`config.mk`:
```
export PLATFORM = sky130hd
export DESIGN_NAME = seq_frame_tx_flat
export DESIGN_NICKNAME = d
export VERILOG_FILES = /design/src/rtl/seq_pkg.sv /design/src/rtl/seq_frame_tx_if.sv /design/src/rtl/seq_piso.sv /design/src/rtl/seq_frame_tx.sv /design/src/flat_wrapper.sv
export SDC_FILE = /design/constraint.sdc
export NUM_CORES = 1
export LEC_CHECK = 0
export ABC_AREA = 1
export CORE_MARGIN = 2
export CORE_UTILIZATION = 25
export CTS_BUF_LIST = sky130_fd_sc_hd__clkbuf_16
export DETAILED_ROUTE_END_ITERATION = 16
export DONT_BUFFER_PORTS = 1
export PLACE_DENSITY = 0.44
export SLEW_MARGIN = 20
export SYNTH_ARGS = -nofsm -noshare
export SYNTH_HDL_FRONTEND = slang
export SYNTH_SLANG_ARGS = --single-unit
export TNS_END_PERCENT = 5
```
`constraint.sdc`:
```
create_clock -name clk -period 2.2 [get_ports clk]
set_clock_uncertainty 0.1 [all_clocks]
set_input_delay 0.22 -clock clk [delete_from_list [all_inputs] [get_ports clk]]
set_output_delay 0.22 -clock clk [all_outputs]
set_load 0.01 [all_outputs]
```
`src/rtl/seq_pkg.sv`:
```
// Shared definitions for the 1101 serial link (transmitter and detector).
package seq_pkg;
    localparam logic [3:0] SEQ_PREAMBLE = 4'b1101;
    localparam int         SEQ_PRE_LEN  = 4;

    typedef enum logic [2:0] {TX_IDLE, TX_PRE, TX_PAY, TX_PAR, TX_GAP} seq_tx_state_t;

    function automatic int seq_max3(input int a, input int b, input int c);
        int m;
        m = (a > b) ? a : b;
        return (m > c) ? m : c;
    endfunction
endpackage

```
`src/rtl/seq_frame_tx_if.sv`:
```
// Word-in / serial-out bundle of the frame transmitter.
interface seq_frame_tx_if #(parameter int DATA_W = 8);
    logic              in_valid;
    logic [DATA_W-1:0] in_data;
    logic              in_ready;
    logic              tx_data;
    logic              tx_active;
    logic              frame_done;

    modport master (output in_valid, in_data,
                    input  in_ready, tx_data, tx_active, frame_done);
    modport slave  (input  in_valid, in_data,
                    output in_ready, tx_data, tx_active, frame_done);
endinterface

```
`src/rtl/seq_piso.sv`:
```
// Parallel-load, MSB-first shift register feeding the payload bits.
module seq_piso #(
    parameter int W = 8
) (
    input  logic         clk,
    input  logic         reset,
    input  logic         load_i,
    input  logic         shift_i,
    input  logic [W-1:0] d_i,
    output logic         q_msb_o
);
    logic [W-1:0] sr_q;

    always_ff @(posedge clk or posedge reset) begin
        if (reset)        sr_q <= '0;
        else if (load_i)  sr_q <= d_i;
        else if (shift_i) sr_q <= sr_q << 1;
    end

    assign q_msb_o = sr_q[W-1];
endmodule

```
`src/rtl/seq_frame_tx.sv`:
```
// Serial frame transmitter: 1101 preamble, payload MSB-first, zero gap.
// Define SEQ_FRAME_TX_PARITY_EN to append an even-parity bit after the payload.
module seq_frame_tx
    import seq_pkg::*;
#(
    parameter int DATA_W     = 8,
    parameter int GAP_CYCLES = 2
) (
    input  logic          clk,
    input  logic          reset,
    seq_frame_tx_if.slave bus
);
    localparam int CNT_W = $clog2(seq_max3(DATA_W, GAP_CYCLES, SEQ_PRE_LEN) + 1);
    localparam logic [CNT_W-1:0] PRE_LAST = CNT_W'(SEQ_PRE_LEN - 1);
    localparam logic [CNT_W-1:0] PAY_LAST = CNT_W'(DATA_W - 1);
    localparam logic [CNT_W-1:0] GAP_LAST = CNT_W'((GAP_CYCLES > 1) ? GAP_CYCLES - 2 : 0);
    // The last gap bit is driven from IDLE so a held word is accepted on it.
    localparam seq_tx_state_t AFTER_BITS = (GAP_CYCLES > 1) ? TX_GAP : TX_IDLE;

    seq_tx_state_t    state_q, state_d;
    logic [CNT_W-1:0] cnt_q, cnt_d;
    logic             tx_q, tx_d, act_q, act_d, done_q, done_d;
    logic             accept, shift, q_msb;
    logic [1:0]       pre_idx;

    assign bus.in_ready   = (state_q == TX_IDLE);
    assign accept         = bus.in_valid && (state_q == TX_IDLE);
    assign bus.tx_data    = tx_q;
    assign bus.tx_active  = act_q;
    assign bus.frame_done = done_q;

    seq_piso #(.W(DATA_W)) u_piso (
        .clk    (clk),
        .reset  (reset),
        .load_i (accept),
        .shift_i(shift),
        .d_i    (bus.in_data),
        .q_msb_o(q_msb)
    );

`ifdef SEQ_FRAME_TX_PARITY_EN
    logic par_q;
    always_ff @(posedge clk or posedge reset) begin
        if (reset)       par_q <= 1'b0;
        else if (accept) par_q <= ^bus.in_data;
    end
`endif

    always_comb begin
        state_d = state_q;
        cnt_d   = cnt_q;
        case (state_q)
            TX_IDLE: if (accept) begin
                state_d = TX_PRE;
                cnt_d   = '0;
            end
            TX_PRE: if (cnt_q == PRE_LAST) begin
                state_d = TX_PAY;
                cnt_d   = '0;
            end else cnt_d = cnt_q + CNT_W'(1);
            TX_PAY: if (cnt_q == PAY_LAST) begin
`ifdef SEQ_FRAME_TX_PARITY_EN
                state_d = TX_PAR;
`else
                state_d = AFTER_BITS;
`endif
                cnt_d   = '0;
            end else cnt_d = cnt_q + CNT_W'(1);
`ifdef SEQ_FRAME_TX_PARITY_EN
            TX_PAR: begin
                state_d = AFTER_BITS;
                cnt_d   = '0;
            end
`endif
            TX_GAP: if (cnt_q == GAP_LAST) begin
                state_d = TX_IDLE;
                cnt_d   = '0;
            end else cnt_d = cnt_q + CNT_W'(1);
            default: begin
                state_d = TX_IDLE;
                cnt_d   = '0;
            end
        endcase
    end

    // Serial outputs are registered from the next state, so the bit lands one cycle after accept.
    always_comb begin
        pre_idx = 2'(SEQ_PRE_LEN - 1) - cnt_d[1:0];
        shift   = (state_d == TX_PAY);
        act_d   = (state_d == TX_PRE) || (state_d == TX_PAY) || (state_d == TX_PAR);
        tx_d    = 1'b0;
        case (state_d)
            TX_PRE:  tx_d = SEQ_PREAMBLE[pre_idx];
            TX_PAY:  tx_d = q_msb;
`ifdef SEQ_FRAME_TX_PARITY_EN
            TX_PAR:  tx_d = par_q;
`endif
            default: tx_d = 1'b0;
        endcase
`ifdef SEQ_FRAME_TX_PARITY_EN
        done_d = (state_d == TX_PAR);
`else
        done_d = (state_d == TX_PAY) && (cnt_d == PAY_LAST);
`endif
    end

    always_ff @(posedge clk or posedge reset) begin
        if (reset) begin
            state_q <= TX_IDLE;
            cnt_q   <= '0;
            tx_q    <= 1'b0;
            act_q   <= 1'b0;
            done_q  <= 1'b0;
        end else begin
            state_q <= state_d;
            cnt_q   <= cnt_d;
            tx_q    <= tx_d;
            act_q   <= act_d;
            done_q  <= done_d;
        end
    end
endmodule
```
`src/flat_wrapper.sv`:
```
// flat-port wrapper written by rule: the top's interface ports become plain ports
module seq_frame_tx_flat import seq_pkg::*;
#(
    parameter int DATA_W     = 8,
    parameter int GAP_CYCLES = 2
)
  (clk, reset, bus_in_valid, bus_in_data, bus_in_ready, bus_tx_data, bus_tx_active, bus_frame_done);
  seq_frame_tx_if #(.DATA_W(DATA_W)) bus_i ();
  input  logic clk;
  input  logic reset;
  input wire logic [$bits(bus_i.in_valid)-1:0] bus_in_valid;
  input wire logic [$bits(bus_i.in_data)-1:0] bus_in_data;
  output wire logic [$bits(bus_i.in_ready)-1:0] bus_in_ready;
  output wire logic [$bits(bus_i.tx_data)-1:0] bus_tx_data;
  output wire logic [$bits(bus_i.tx_active)-1:0] bus_tx_active;
  output wire logic [$bits(bus_i.frame_done)-1:0] bus_frame_done;
  assign bus_i.in_valid = bus_in_valid;
  assign bus_i.in_data = bus_in_data;
  assign bus_in_ready = bus_i.in_ready;
  assign bus_tx_data = bus_i.tx_data;
  assign bus_tx_active = bus_i.tx_active;
  assign bus_frame_done = bus_i.frame_done;
  seq_frame_tx #(.DATA_W(DATA_W), .GAP_CYCLES(GAP_CYCLES)) u_core (.clk(clk), .reset(reset), .bus(bus_i));
endmodule
```
==> run metrics, run 1 <==
total congestion overflow=0; CTS sink cnt=18; hold crit path type=primary input to flop; power after layout=1730 uW; Worst Setup Start Kind=flop; P_int=985 uW; via count=slightly below 800; min cycle time layout=1.67 ns; Combinational Power Share=0.451; Storage cell area=450 um2; Layout Nets=approximately 140; cts bufs inserted=3; Non-Filler Cell Area, Final=roughly 1200 um2; share of layout cells above drive strength 1=0.250; Worst slew margin=0.526; VDD IR-drop max=between 0.5 and 0.6 mV; Chip Height=approximately 69 um; DR vias/cell=around 4.4; largest net degree at the start of global routing=19; Final Setup Violations=0; Reg-to-Reg End=u_core.u_piso.sr_q[5]; count of input and output buffers=0; Site Rows=23; Synth warnings=0; worst-case clock buffer depth=2; met1 GRT Util=0.119; WHS Endpoint=u_core.u_piso.sr_q[7]; die width=around 70 um; Hold Path Origin=bus_in_data[7]; grt met3 use=0.0260; 1st-iter DRT viols=20; Clock transition at path regs=about 0.05 ns; vias in the first global route=roughly 830; die area=4720 um2; drt pass-1 iters=4; # DRC=0; final antenna-violating net count=0; RSZ-0062 raised after global routing=false; Max Slew Vio Count=0; clock network fraction of design power=0.209; PwrDens=1450 nW/um2; CP Capture Type=flop; Global Route Usage Sum=0.104; Worst Path Max Fanout=11; starting density of the core=0.260; Worst Hold Depth=2; global-route wire length before repair=roughly 3700 um; GPL Wtd Cong=between 0.8 and 0.9; placed inst area=1100 um2; later-pin clock latency in the skew report=approximately 0.24 ns; commonest non-fill, non-tap cell in the layout=nand2_1; Final Hold Vio Count=0; initial antenna violation count=0; max-cap violations=0; crit path DAT=1.70 ns; Reg2Reg Launch Point=u_core.cnt_q[0]; dpl hpwl=1630 um; fmax=between 500 and 600 MHz; most frequent cells in the layout=nand2_1, dfrtp_1, nand3_1; Synth Register Bits=18; crit share post-route=0.758; Worst R2R Path Depth=6; final hold slack=around 0.0067 ns; Total Wirelength=roughly 2100 um; critical-path cell list=ha_1 -> nand3_2 -> o21ai_4 -> nor2_4 -> nand2_1 -> o211ai_2; reg2reg setup slack=between 0.5 and 0.6 ns; Core Util, Final=0.297; Static Leak=~0.00057 uW; biggest area consumer among synthesized cells=dfrtp_1; clk root buf=clkbuf_16; Synth area leaders=dfrtp_1, nand2_1, nand3_1; Data required, critical path=roughly 2.2 ns; syn nets=136; crit path kind=flop to flop; fill cell count=approximately 440; Final TNS setup=0 ns; post-synthesis cell count=123; Crit path max-delay family=compound AO/OA/AOI/OAI gates; Post-CTS Setup Bufs=0; # diodes=0; Slew @ Worst Pin=approximately 0.71 ns; routed length per placed instance=between 10 and 15 um; io pins=15; layout overhead on the synthesized area=14.3%; Distinct cells, synth=25; Reg power frac=0.340; sequential-to-total area share from yosys stat=0.430; status=finished, final reports clean; Worst Path Buf+Inv=0; CTS tree=built; synthesized area=1050 um2; global route hottest layer=met2; Gates resized, CTS repair=0; Sw Pwr=745 uW; post-synth top area share=0.430; sw frac=0.431; Core Region=a little over 4000 um2; crit-path max cell delay=slightly above 0.4 ns; met2 Use GR=0.189; Mapped Avg Cell Area=~8.5 um2; multi-input logic area=around 520 um2; H-tree depth=1; CP max-delay cell=dfrtp_1
==> metal layers <==
metal  wire [um]  vias to the layer above
met4          15                        0
met1         942                      370
met5           0                        -
met2        1070                        9
met3          63                        2
li1            -                      408
==> registers in the layout, indices dropped and copies added (netlist names) <==
register,flops
u_core.bus.frame_done,1
u_core.bus.tx_active,1
u_core.bus.tx_data,1
u_core.cnt_q,4
u_core.state_q,3
u_core.u_piso.sr_q,8
==> cells by family (layout without fill, tap and decap cells) <==
logic type,Yosys count,count (layout),synth area share
compound gates,9,9,0.0729
xor+xnor,1,1,0.00836
fa+ha+maj,2,2,0.0239
buf+inv,16,21,0.0717
flops,18,18,0.430
simple gates,77,77,0.393
==> stage by stage <==
stage,cells,setup slack (ns)
after floorplan,123,0.782
after global routing,178,0.389
after CTS,178,0.516
after detailed placement,172,0.523
after global placement,172,0.595
final,178,0.532
==> what timing repair did <==
item,CTS,global route
hold buffers,2,0
setup endpoints to repair,0,0
hold endpoints to repair,19,0
==> area by class of cell <==
class	count	share of cell area
multi-input combinational	89	0.436
sequential	18	0.376
clock buffer	3	0.0627
inverter	15	0.0533
tap	50	0.0522
timing repair buffer	2	0.0167
clock inverter	1	0.00313
==> cells in the mapped netlist (all sizes together) <==
library cell / n
and2: 1
nand2: 43
buf: 1
inv: 15
o21ai: 4
xor2: 1
nand4: 2
a22oi: 1
o211ai: 2
ha: 2
a21oi: 1
nand3: 18
nor2: 13
o31ai: 1
dfrtp: 18
==> power groups by stage <==
stage / sequential (uW) / combinational (uW) / clock, uW
floorplan: 570 / 670 / 0
global placement: 595 / 795 / 0
detailed placement: 596 / 789 / 0
CTS: 591 / 796 / 375
global route: 604 / 900 / 391
finish: 588 / 781 / 362
==> worst max path at each step <==
stage / start / to / slack [ns] / depth (start not counted)
after floorplan: u_core.cnt_q[0] / u_core.u_piso.sr_q[6] / 0.78 / 7
after global placement: u_core.cnt_q[0] / u_core.u_piso.sr_q[5] / 0.59 / 6
after detailed placement: u_core.cnt_q[0] / u_core.u_piso.sr_q[5] / 0.52 / 6
after CTS: u_core.cnt_q[0] / u_core.u_piso.sr_q[5] / 0.52 / 6
after global routing: u_core.cnt_q[0] / u_core.u_piso.sr_q[2] / 0.39 / 6
final: u_core.cnt_q[0] / u_core.u_piso.sr_q[5] / 0.53 / 6
Power figures use the tool's default switching activity.
==> inputs of run 2 (changes only) <==
==> constraint.sdc (replaced) <==
create_clock -name clk -period 1.7 [get_ports clk]
set_clock_uncertainty 0.1 [all_clocks]
set_input_delay 0.17 -clock clk [delete_from_list [all_inputs] [get_ports clk]]
set_output_delay 0.17 -clock clk [all_outputs]
set_load 0.01 [all_outputs]
==> run 2 against run 1 <==
Sequential cell count did not move. Largest power group unchanged. Clock power up 33%. Register-to-register slack got worse by 0.44 ns. Largest cell class unchanged. Count of clock-buffer cells in the layout did not move.
==> run metrics, run 2 (synthesized netlist as in run 1, its figures left out) <==
Worst Slack Setup Final=0.0955 ns (-0.436 ns); later-pin clock latency in the skew report=0.25 ns (about the same); Layout Nets=155 (+9.2%); Clock transition at path regs=0.05 ns (about the same); VDD IR-drop max=0.809 mV (+48%); worst-case clock buffer depth=2 (unchanged); # DRC=0 (unchanged); Final Setup Violations=0 (unchanged); H-tree depth=1 (unchanged); Worst slew margin=0.833 (+0.306); Site Rows=23 (unchanged); dpl ws=0.0318 ns (-0.491 ns); global-route wire length before repair=3970 um (+8.7%); Biggest register=u_core.u_piso.sr_q; cts bufs inserted=3 (unchanged); vias in the first global route=900 (+8.3%); critical-path cell list=ha_2 -> nand3_2 -> nand2_2 -> o21ai_4 -> buf_12 -> buf_4 -> inv_4 -> o211ai_2; min cycle time layout=1.60 ns (-0.0636 ns); total congestion overflow=0 (unchanged); CTS sink cnt=18 (unchanged); CP max-delay cell=dfrtp_1; crit-path max cell delay=0.40 ns (about the same); Global Route Usage Sum=0.113 (+0.00906); crit path DAT=1.64 ns (-0.06 ns); Max Slew Vio Count=0 (unchanged); fill cell count=442 (+0.91%); Static Leak=0.000625 uW (+10%); final antenna-violating net count=0 (unchanged); hold crit path type=primary input to flop; GPL Wtd Cong=0.810 (-4.3%); Data required, critical path=1.73 ns (-0.50 ns); Slew @ Worst Pin=0.251 ns (-0.458 ns); max FFs per register=8 (unchanged); CTS tree=built; Worst Setup Start Kind=flop; via count=866 (+9.8%); commonest non-fill, non-tap cell in the layout=nand2_1; 1st-iter DRT viols=55 (+180%); largest net degree at the start of global routing=19 (unchanged); status=finished, final reports clean; max-cap violations=0 (unchanged); Total Wirelength=2270 um (+8.5%); count of input and output buffers=0 (unchanged); Crit path max-delay family=flip-flops; Final Hold Vio Count=0 (unchanged); die area=4720 um2 (unchanged); crit share post-route=0.944 (+0.186); final non-filler cell total=191 (+7.3%); die width=68.7 um (unchanged); drt pass-1 iters=4 (unchanged); Worst Path Max Fanout=11 (unchanged); Core Region=4030 um2 (unchanged); starting density of the core=0.260 (unchanged); initial antenna violation count=0 (unchanged); Worst Path Buf+Inv=3 (+3); most frequent cells in the layout=nand2_1, dfrtp_1, nand3_1; PwrDens=1790 nW/um2 (+24%); Chip Height=68.7 um (unchanged); DP Cell Count=174 (+1.2%); dpl hpwl=1650 um (+1.7%); # diodes=0 (unchanged); crit path kind=flop to flop; layout overhead on the synthesized area=27.1%; share of layout cells above drive strength 1=0.277 (+0.0266); clk root buf=clkbuf_16; CP Capture Type=flop; routed length per placed instance=11.9 um (+1.1%); io pins=15 (unchanged); DR vias/cell=4.53 (+2.3%); Regs by FF count=u_core.u_piso.sr_q x8, u_core.cnt_q x4, u_core.state_q x3; fmax=623 MHz (+4.0%)
run 2: cell types whose count changed in the layout (fill, tap and decap cells not counted):
cell	previous run	this run
buf_4	0	4
dlygate4sd3_1	2	10
buf_12	0	1
ha_1	2	1
dfrtp_2	0	1
dfrtp_1	18	17
ha_2	0	1
run 2: report_power, final:
group | total, uW | switching (uW) | internal [uW]
logic | 1130 | 688 | 443
registers | 770 | 153 | 617
clock network | 481 | 168 | 313
run 2: stage by stage:
| step | cell area [um2] | TNS, ns | total power, uW | utilization | hold WS [ns] |
|---|---|---|---|---|---|
| 2_1_floorplan | 1050 | 0 | 1600 | - | 0.00857 |
| 3_3_place_gp | 1110 | 0 | 1810 | 0.276 | 0.0101 |
| 3_5_place_dp | 1110 | 0 | 1810 | 0.276 | 0.00452 |
| 4_1_cts | 1290 | 0 | 2330 | 0.321 | 0.106 |
| 5_1_grt | 1330 | -0.00987 | 2610 | 0.330 | 0.131 |
| 6_report | 1330 | 0 | 2380 | 0.330 | 0.112 |
run 2: per-layer routing:
metal	vias up	share of wire	track usage
met4	0	0.011	0.0294
met2	15	0.54	0.212
li1	433	-	-
met1	414	0.41	0.121
met3	4	0.043	0.0390
met5	-	0	0
run 2: final cells by class:
type                    instances  area (um2)  area share
flip-flops and latches         18         452       0.339
clock buffers                   3        75.1      0.0564
clock inverters                 1        3.75     0.00282
well taps                      50        62.6      0.0470
multi-input cells              89         524       0.394
repair buffers                 15         150       0.113
inverters                      15        63.8      0.0479
run 2: timing repair:
item / CTS / global route
endpoints found under the hold margin: 27 / 0
hold buffers: 10 / 0
setup endpoints to repair: 0 / 9
setup buffers: 0 / 3
gates resized for setup: 0 / 2
run 2: worst reg2reg max path, cell delays in order (launching register included):
cell and delay (ns):
dfrtp_1 0.40, ha_2 0.25, nand3_2 0.14, nand2_2 0.14, o21ai_4 0.07, buf_12 0.14, buf_4 0.14, inv_4 0.05
o211ai_2 0.06
run 2: path summary, 6_finish.rpt:
| check | start | to | slack [ns] | depth (start not counted) |
|---|---|---|---|---|
| worst min register to register | u_core.u_piso.sr_q[0] | u_core.u_piso.sr_q[0] | 0.38 | 2 |
| min in group asynchronous | reset | u_core.bus.tx_data | 0.29 | 3 |
| worst max register to register | u_core.cnt_q[1] | u_core.u_piso.sr_q[5] | 0.1 | 8 |
| worst min-delay path | bus_in_valid | u_core.cnt_q[2] | 0.11 | 3 |
| max in group asynchronous | reset | u_core.cnt_q[0] | 0.99 | 3 |
| worst max-delay path | u_core.cnt_q[1] | u_core.u_piso.sr_q[5] | 0.1 | 8 |
